`src/rtl/bank_xbar_arbiter.sv`:
```
// rtl/bank_xbar_arbiter.sv - per-bank crossbar arbiter with ingress priority, round-robin node grants and 2-entry egress FIFO
package bank_xbar_pkg;
  localparam int NODES_PER_BANK = 4;
  localparam int BANK_W = 4;
  localparam int Z_W = 2;
  localparam int DATA_W = 8;

  typedef struct packed {
    logic [BANK_W-1:0] bank;
    logic [Z_W-1:0]    z;
  } addr_t;

  typedef struct packed {
    addr_t             addr;
    logic [DATA_W-1:0] data;
  } pkt_t;
endpackage

module bank_xbar_arbiter
  import bank_xbar_pkg::*;
#(
  parameter int N = NODES_PER_BANK,
  parameter int BANK_ID = 0,
  parameter int CNT_W = 16
) (
  input  logic             clk,
  input  logic             rst,
  input  logic [N-1:0]     src_valid,
  input  pkt_t [N-1:0]     src_pkt,
  output logic [N-1:0]     src_ready,
  output logic [N-1:0]     dst_valid,
  output pkt_t [N-1:0]     dst_pkt,
  input  logic [N-1:0]     dst_ready,
  input  logic             rin_valid,
  output logic             rin_ready,
  input  pkt_t             rin_pkt,
  output logic             rout_valid,
  input  logic             rout_ready,
  output pkt_t             rout_pkt,
  output logic [CNT_W-1:0] conflict_cnt
);

  localparam int PTR_W = (N > 1) ? $clog2(N) : 1;

  logic [PTR_W-1:0] ptr, ptr_next;
  logic [N-1:0]     claimed;
  logic             egress_claimed;
  logic             fifo_space;
  logic             push, pop;
  pkt_t             push_pkt;
  pkt_t             mem [2];
  logic             head;
  logic [1:0]       count;
  logic             wr_addr;
  logic             conflict;

  // Explicit mod-N wrap; base and k are both below N so one subtract suffices.
  function automatic logic [PTR_W-1:0] wrap_add(input logic [PTR_W-1:0] base, input int k);
    int s;
    s = int'(base) + k;
    if (s >= N) s = s - N;
    return PTR_W'(s);
  endfunction

  assign rout_valid = (count != 2'd0);
  assign pop        = rout_valid && rout_ready;
  assign fifo_space = (count != 2'd2) || pop;
  assign rout_pkt   = rout_valid ? mem[head] : '0;

  always_comb begin
    logic [PTR_W-1:0] idx;
    logic [Z_W-1:0]   z;
    claimed        = '0;
    egress_claimed = 1'b0;
    src_ready      = '0;
    dst_valid      = '0;
    dst_pkt        = '0;
    rin_ready      = 1'b0;
    push           = 1'b0;
    push_pkt       = '0;
    ptr_next       = ptr;
    idx            = '0;
    z              = '0;

    if (int'(rin_pkt.addr.z) < N) rin_ready = dst_ready[rin_pkt.addr.z];
    if (rin_valid && rin_ready) begin
      dst_valid[rin_pkt.addr.z] = 1'b1;
      dst_pkt[rin_pkt.addr.z]   = rin_pkt;
      claimed[rin_pkt.addr.z]   = 1'b1;
    end

    for (int k = 0; k < N; k++) begin
      idx = wrap_add(ptr, k);
      z   = src_pkt[idx].addr.z;
      if (src_valid[idx]) begin
        if (int'(src_pkt[idx].addr.bank) == BANK_ID) begin
          if (int'(z) < N && !claimed[z] && dst_ready[z]) begin
            dst_valid[z]   = 1'b1;
            dst_pkt[z]     = src_pkt[idx];
            claimed[z]     = 1'b1;
            src_ready[idx] = 1'b1;
            ptr_next       = wrap_add(idx, 1);
          end
        end else if (!egress_claimed && fifo_space) begin
          push           = 1'b1;
          push_pkt       = src_pkt[idx];
          egress_claimed = 1'b1;
          src_ready[idx] = 1'b1;
          ptr_next       = wrap_add(idx, 1);
        end
      end
    end
  end

  assign conflict = (|(src_valid & ~src_ready)) || (rin_valid && !rin_ready);

  // A push into a full FIFO reuses the slot being popped this cycle.
  assign wr_addr = head ^ (count == 2'd1);

  always_ff @(posedge clk or negedge rst) begin
    if (!rst) begin
      ptr          <= '0;
      head         <= 1'b0;
      count        <= 2'd0;
      mem[0]       <= '0;
      mem[1]       <= '0;
      conflict_cnt <= '0;
    end else begin
      ptr <= ptr_next;
      if (push) mem[wr_addr] <= push_pkt;
      if (pop) head <= ~head;
      case ({push, pop})
        2'b10:   count <= count + 2'd1;
        2'b01:   count <= count - 2'd1;
        default: count <= count;
      endcase
      if (conflict && conflict_cnt != {CNT_W{1'b1}}) conflict_cnt <= conflict_cnt + 1'b1;
    end
  end

endmodule

```
`config.mk`:
```
export PLATFORM = sky130hd
export DESIGN_NAME = bank_xbar_arbiter
export DESIGN_NICKNAME = d
export VERILOG_FILES = /design/src/rtl/bank_xbar_arbiter.sv
export SDC_FILE = /design/constraint.sdc
export NUM_CORES = 1
export LEC_CHECK = 0
export ABC_AREA = 1
export CELL_PAD_IN_SITES_DETAIL_PLACEMENT = 1
export CELL_PAD_IN_SITES_GLOBAL_PLACEMENT = 1
export CORE_ASPECT_RATIO = 2
export CORE_UTILIZATION = 25
export CTS_CLUSTER_SIZE = 28
export DETAILED_ROUTE_END_ITERATION = 8
export PLACE_DENSITY = 0.69
export SETUP_SLACK_MARGIN = 0.4
export SLEW_MARGIN = 20
export SYNTH_ARGS = -nofsm -noshare
export SYNTH_HDL_FRONTEND = slang
export SYNTH_SLANG_ARGS = --single-unit
```
`constraint.sdc`:
```
create_clock -name clk -period 5.6 [get_ports clk]
set_input_delay 1.12 -clock clk [delete_from_list [all_inputs] [get_ports clk]]
set_output_delay 1.12 -clock clk [all_outputs]
set_load 0.005 [all_outputs]
```
==> flow_summary.ini <==
[flow_run]
max-cap-violations = 0

[floorplanning]
fp.dieArea_um2 = 27900
floorplan.io_pins = 178
chipWidth_um = 119
coreArea_um2 = 26800
effective_utilization_at_floorplan_pct = 25.4
floorplan.rows = 85
floorplan.die.height_um = 235

[timing]
final.setup_skew_ns = 0.00688
finalSetupViolations = 0
final_hold_viol_count = 0
pin_slew_with_the_least_headroom_to_its_limit_ns = 1.02
final_min_period_over_clock_period_pct = 98.1
max-slew-margin-rel_pct = 31.4
fmaxAchievable_mhz = 182
setup_repair_after_global_routing_missed_its_margin = yes
holdWs_ns = 0.509
postLayoutSetupSlackWorst_ns = 0.105
period_needed_ns = 5.49
report.final.slew_viol_count = 0

[synthesis]
postSynthCellCount = 1110
mappedNetlistArea_um2 = 6810
synthArstFlopShare_pct = 100
synth-edff-count = 0
synth_seq_cells = 49
synthesis.yosys.warnings = 0
primary_ff_master_synth = sky130_fd_sc_hd__dfrtp_1
synthesis.area_per_instance_um2 = 6.13
synth_cell_types = 56
synth_seq_area_share_pct = 18.0

[power_and_ir_drop]
power.density_cell_area_nw_per_um2 = 620
p_leak_nw = 5.30
max-vdd-ir-drop_v = 0.000254

[placed_design]
dp_hpwl_mm = 26.4
buffer_ports.inserted = 173
place_inst = 1722
gp_congestion = 0.914
placement.setup.worst_slack_ns = -0.547

[clock_network]
cts_inserted_buffers = 5
clock-sinks = 49
cts_root_buffer = sky130_fd_sc_hd__clkbuf_16
h-tree-depth = 2
path_clk_slew_ns = 0.07
cts_tree = yes
number_of_hold_repair_buffers_added_at_the_cts_stage = 0
clk-insertion-delay-late_ns = 0.29
ctsLongestPathBuffers = 2

[cells_and_area]
layout_commonest_cell = sky130_fd_sc_hd__nand2_1
final_cell_mix = 254 x sky130_fd_sc_hd__nand2_1, 198 x sky130_fd_sc_hd__buf_4, 149 x sky130_fd_sc_hd__inv_1
area_growth_syn_to_layout_pct = 59.0
layout.cells.non_filler = 1818
antenna_cells_inserted = 0
drive_above_1_share_pct = 32.5
final_nets = 1560

[worst_setup_path]
critical_path.reg2reg.startpoint = ptr[0]$_DFFE_PN0P_
critical_path.reg2reg.endpoint = conflict_cnt[3]$_DFFE_PN0P_
cp_max_fo = 5
timing.critical_path.required_ns = 4.48
setup.worst_path.end_class = primary output
cp_data_arrival_time_ns = 4.37
worstRegToRegCells = 34
critPathLaunchType = input port
worst-setup-path-type = input port to primary output
reg2reg_setup_slack_ns = 1.12

[global_route]
globalRouteOverflowTotal = 0
grt_usage_pct = 24.4
busiest_layer_in_global_routing = met2
use_met2_pct = 48.4
grt_start_max_net_pins = 51
grt_first_pass_wirelength_mm = 53.6
first_global_vias = 10100
initial_antenna_violation_count = 0
grt.met1_usage_pct = 22.0
gr-usage-met3_pct = 2.93

[hold_path]
end_point_of_the_most_critical_hold_path = mem[19]$_DFFE_PN0P_
min_delay_path_depth = 1
holdCritStartpoint = mem[19]$_DFFE_PN0P_
min_path_type = flop to flop

[routing]
vias_per_cell = 5.17
routedWlPerCell_um = 19.8
vias = 9406
drc = 0
dr.first_iter.drc_count = 364
detail_route.first_pass.iterations = 5
totalWireLength_mm = 36.0
postRouteAntennaNets = 0

[outcome]
outcome = complete, no violations
per-stage QoR:
step,setup TNS (ns),util [%],cell area [um2],power [W]
after floorplan,0,-,6830,0.00353
after global placement,-12.01,36.4,9740,0.00562
after detailed placement,-18.87,36.4,9740,0.00575
after CTS,0,39.1,10500,0.00638
after global routing,-0.817,40.4,10800,0.00724
final,0,40.4,10800,0.00672
final cells by class:
cell class	count	area [um2]
timing repair buffer	391	3190
sequential	49	1230
fill	3475	16000
inverter	177	689
multi-input combinational	845	5130
clock inverter	3	26.3
clock buffer	5	125
tap	348	435
Yosys cell counts (7+ instances only):
cell type,instances,area [um2]
sky130_fd_sc_hd__a21oi_1,22,110
sky130_fd_sc_hd__o22ai_1,8,50.1
sky130_fd_sc_hd__xor2_1,9,78.8
sky130_fd_sc_hd__nand3_2,15,150
sky130_fd_sc_hd__clkbuf_1,22,82.6
sky130_fd_sc_hd__mux2i_1,17,170
sky130_fd_sc_hd__nand2_2,16,100
sky130_fd_sc_hd__ha_1,9,113
sky130_fd_sc_hd__o21ai_1,17,85.1
sky130_fd_sc_hd__nor3_1,7,35.0
sky130_fd_sc_hd__xnor2_1,10,87.6
sky130_fd_sc_hd__nand3_1,47,235
sky130_fd_sc_hd__a211oi_1,9,67.6
sky130_fd_sc_hd__o221ai_1,18,158
sky130_fd_sc_hd__nand2_1,300,1130
sky130_fd_sc_hd__inv_2,17,63.8
sky130_fd_sc_hd__o21a_1,13,97.6
sky130_fd_sc_hd__dfrtp_1,49,1230
sky130_fd_sc_hd__a22oi_1,15,113
sky130_fd_sc_hd__mux2_2,14,158
sky130_fd_sc_hd__o211ai_1,31,233
sky130_fd_sc_hd__o21ai_0,111,556
sky130_fd_sc_hd__nor2_1,85,319
sky130_fd_sc_hd__inv_1,158,593
worst max path at each step:
stage	from	endpoint	slack, ns	depth (start not counted)
detailed placement	src_pkt[9]	dst_pkt[48]	-0.55	29
floorplan	ptr[1]$_DFF_PN0_	dst_pkt[44]	0.40	27
CTS	src_pkt[9]	dst_pkt[28]	0.27	31
finish	rin_pkt[8]	dst_pkt[28]	0.11	26
global placement	src_pkt[23]	dst_pkt[48]	-0.37	30
global route	rin_pkt[8]	dst_pkt[48]	-0.12	28
sequential cells by signal (all words and copies together), names as in the netlist:
signal and count:
head 1, conflict_cnt 16, mem 28, ptr 2, count 2
logic make-up after synthesis:
logic type                 share of synthesized area, %
buffers and inverters                              13.2
adders and majority gates                          1.65
muxes                                              4.81
other                                            0.0551
AOI/OAI and AO/OA                                  25.8
xor gates and xnor gates                           2.44
and+or+nand+nor                                    34.0
DFF                                                18.0
critical path, stage by stage:
cell	delay, ns
sky130_fd_sc_hd__buf_4	0.14
sky130_fd_sc_hd__nand2_1	0.07
sky130_fd_sc_hd__nand2_2	0.08
sky130_fd_sc_hd__nand2_2	0.09
sky130_fd_sc_hd__nand2_2	0.09
sky130_fd_sc_hd__nand3_2	0.10
sky130_fd_sc_hd__nand2_2	0.08
sky130_fd_sc_hd__a21oi_4	0.28
sky130_fd_sc_hd__nand4_1	0.23
sky130_fd_sc_hd__buf_4	0.20
sky130_fd_sc_hd__buf_4	0.13
sky130_fd_sc_hd__buf_4	0.12
sky130_fd_sc_hd__buf_4	0.12
sky130_fd_sc_hd__buf_4	0.12
sky130_fd_sc_hd__buf_4	0.12
sky130_fd_sc_hd__buf_4	0.12
sky130_fd_sc_hd__buf_4	0.14
sky130_fd_sc_hd__buf_4	0.14
sky130_fd_sc_hd__buf_4	0.13
sky130_fd_sc_hd__buf_6	0.13
sky130_fd_sc_hd__inv_4	0.06
sky130_fd_sc_hd__a22oi_1	0.06
sky130_fd_sc_hd__nand2_1	0.09
sky130_fd_sc_hd__o21ai_1	0.07
sky130_fd_sc_hd__o211ai_1	0.18
sky130_fd_sc_hd__buf_2	0.19
where the power goes:
part | total, W | internal (W) | switching [W]
Combinational | 0.00577 | 0.00225 | 0.00352
Sequential | 0.000633 | 0.000520 | 0.000113
Clock | 0.000317 | 0.000169 | 0.000147
routing by layer:
layer	share of wire [%]	vias up	wire (um)
li1	-	4405	-
met1	33	4510	11800
met2	54	340	19500
met3	4.3	151	1560
met4	8.8	0	3190
met5	0	-	0
repair_timing:
action | CTS | global route
gates resized for setup | 339 | 82
buffers inserted | 64 | 24
pin swaps | 66 | 64
setup endpoints to repair | 44 | 44
No activity file was read; power rests on OpenSTA's default activity.
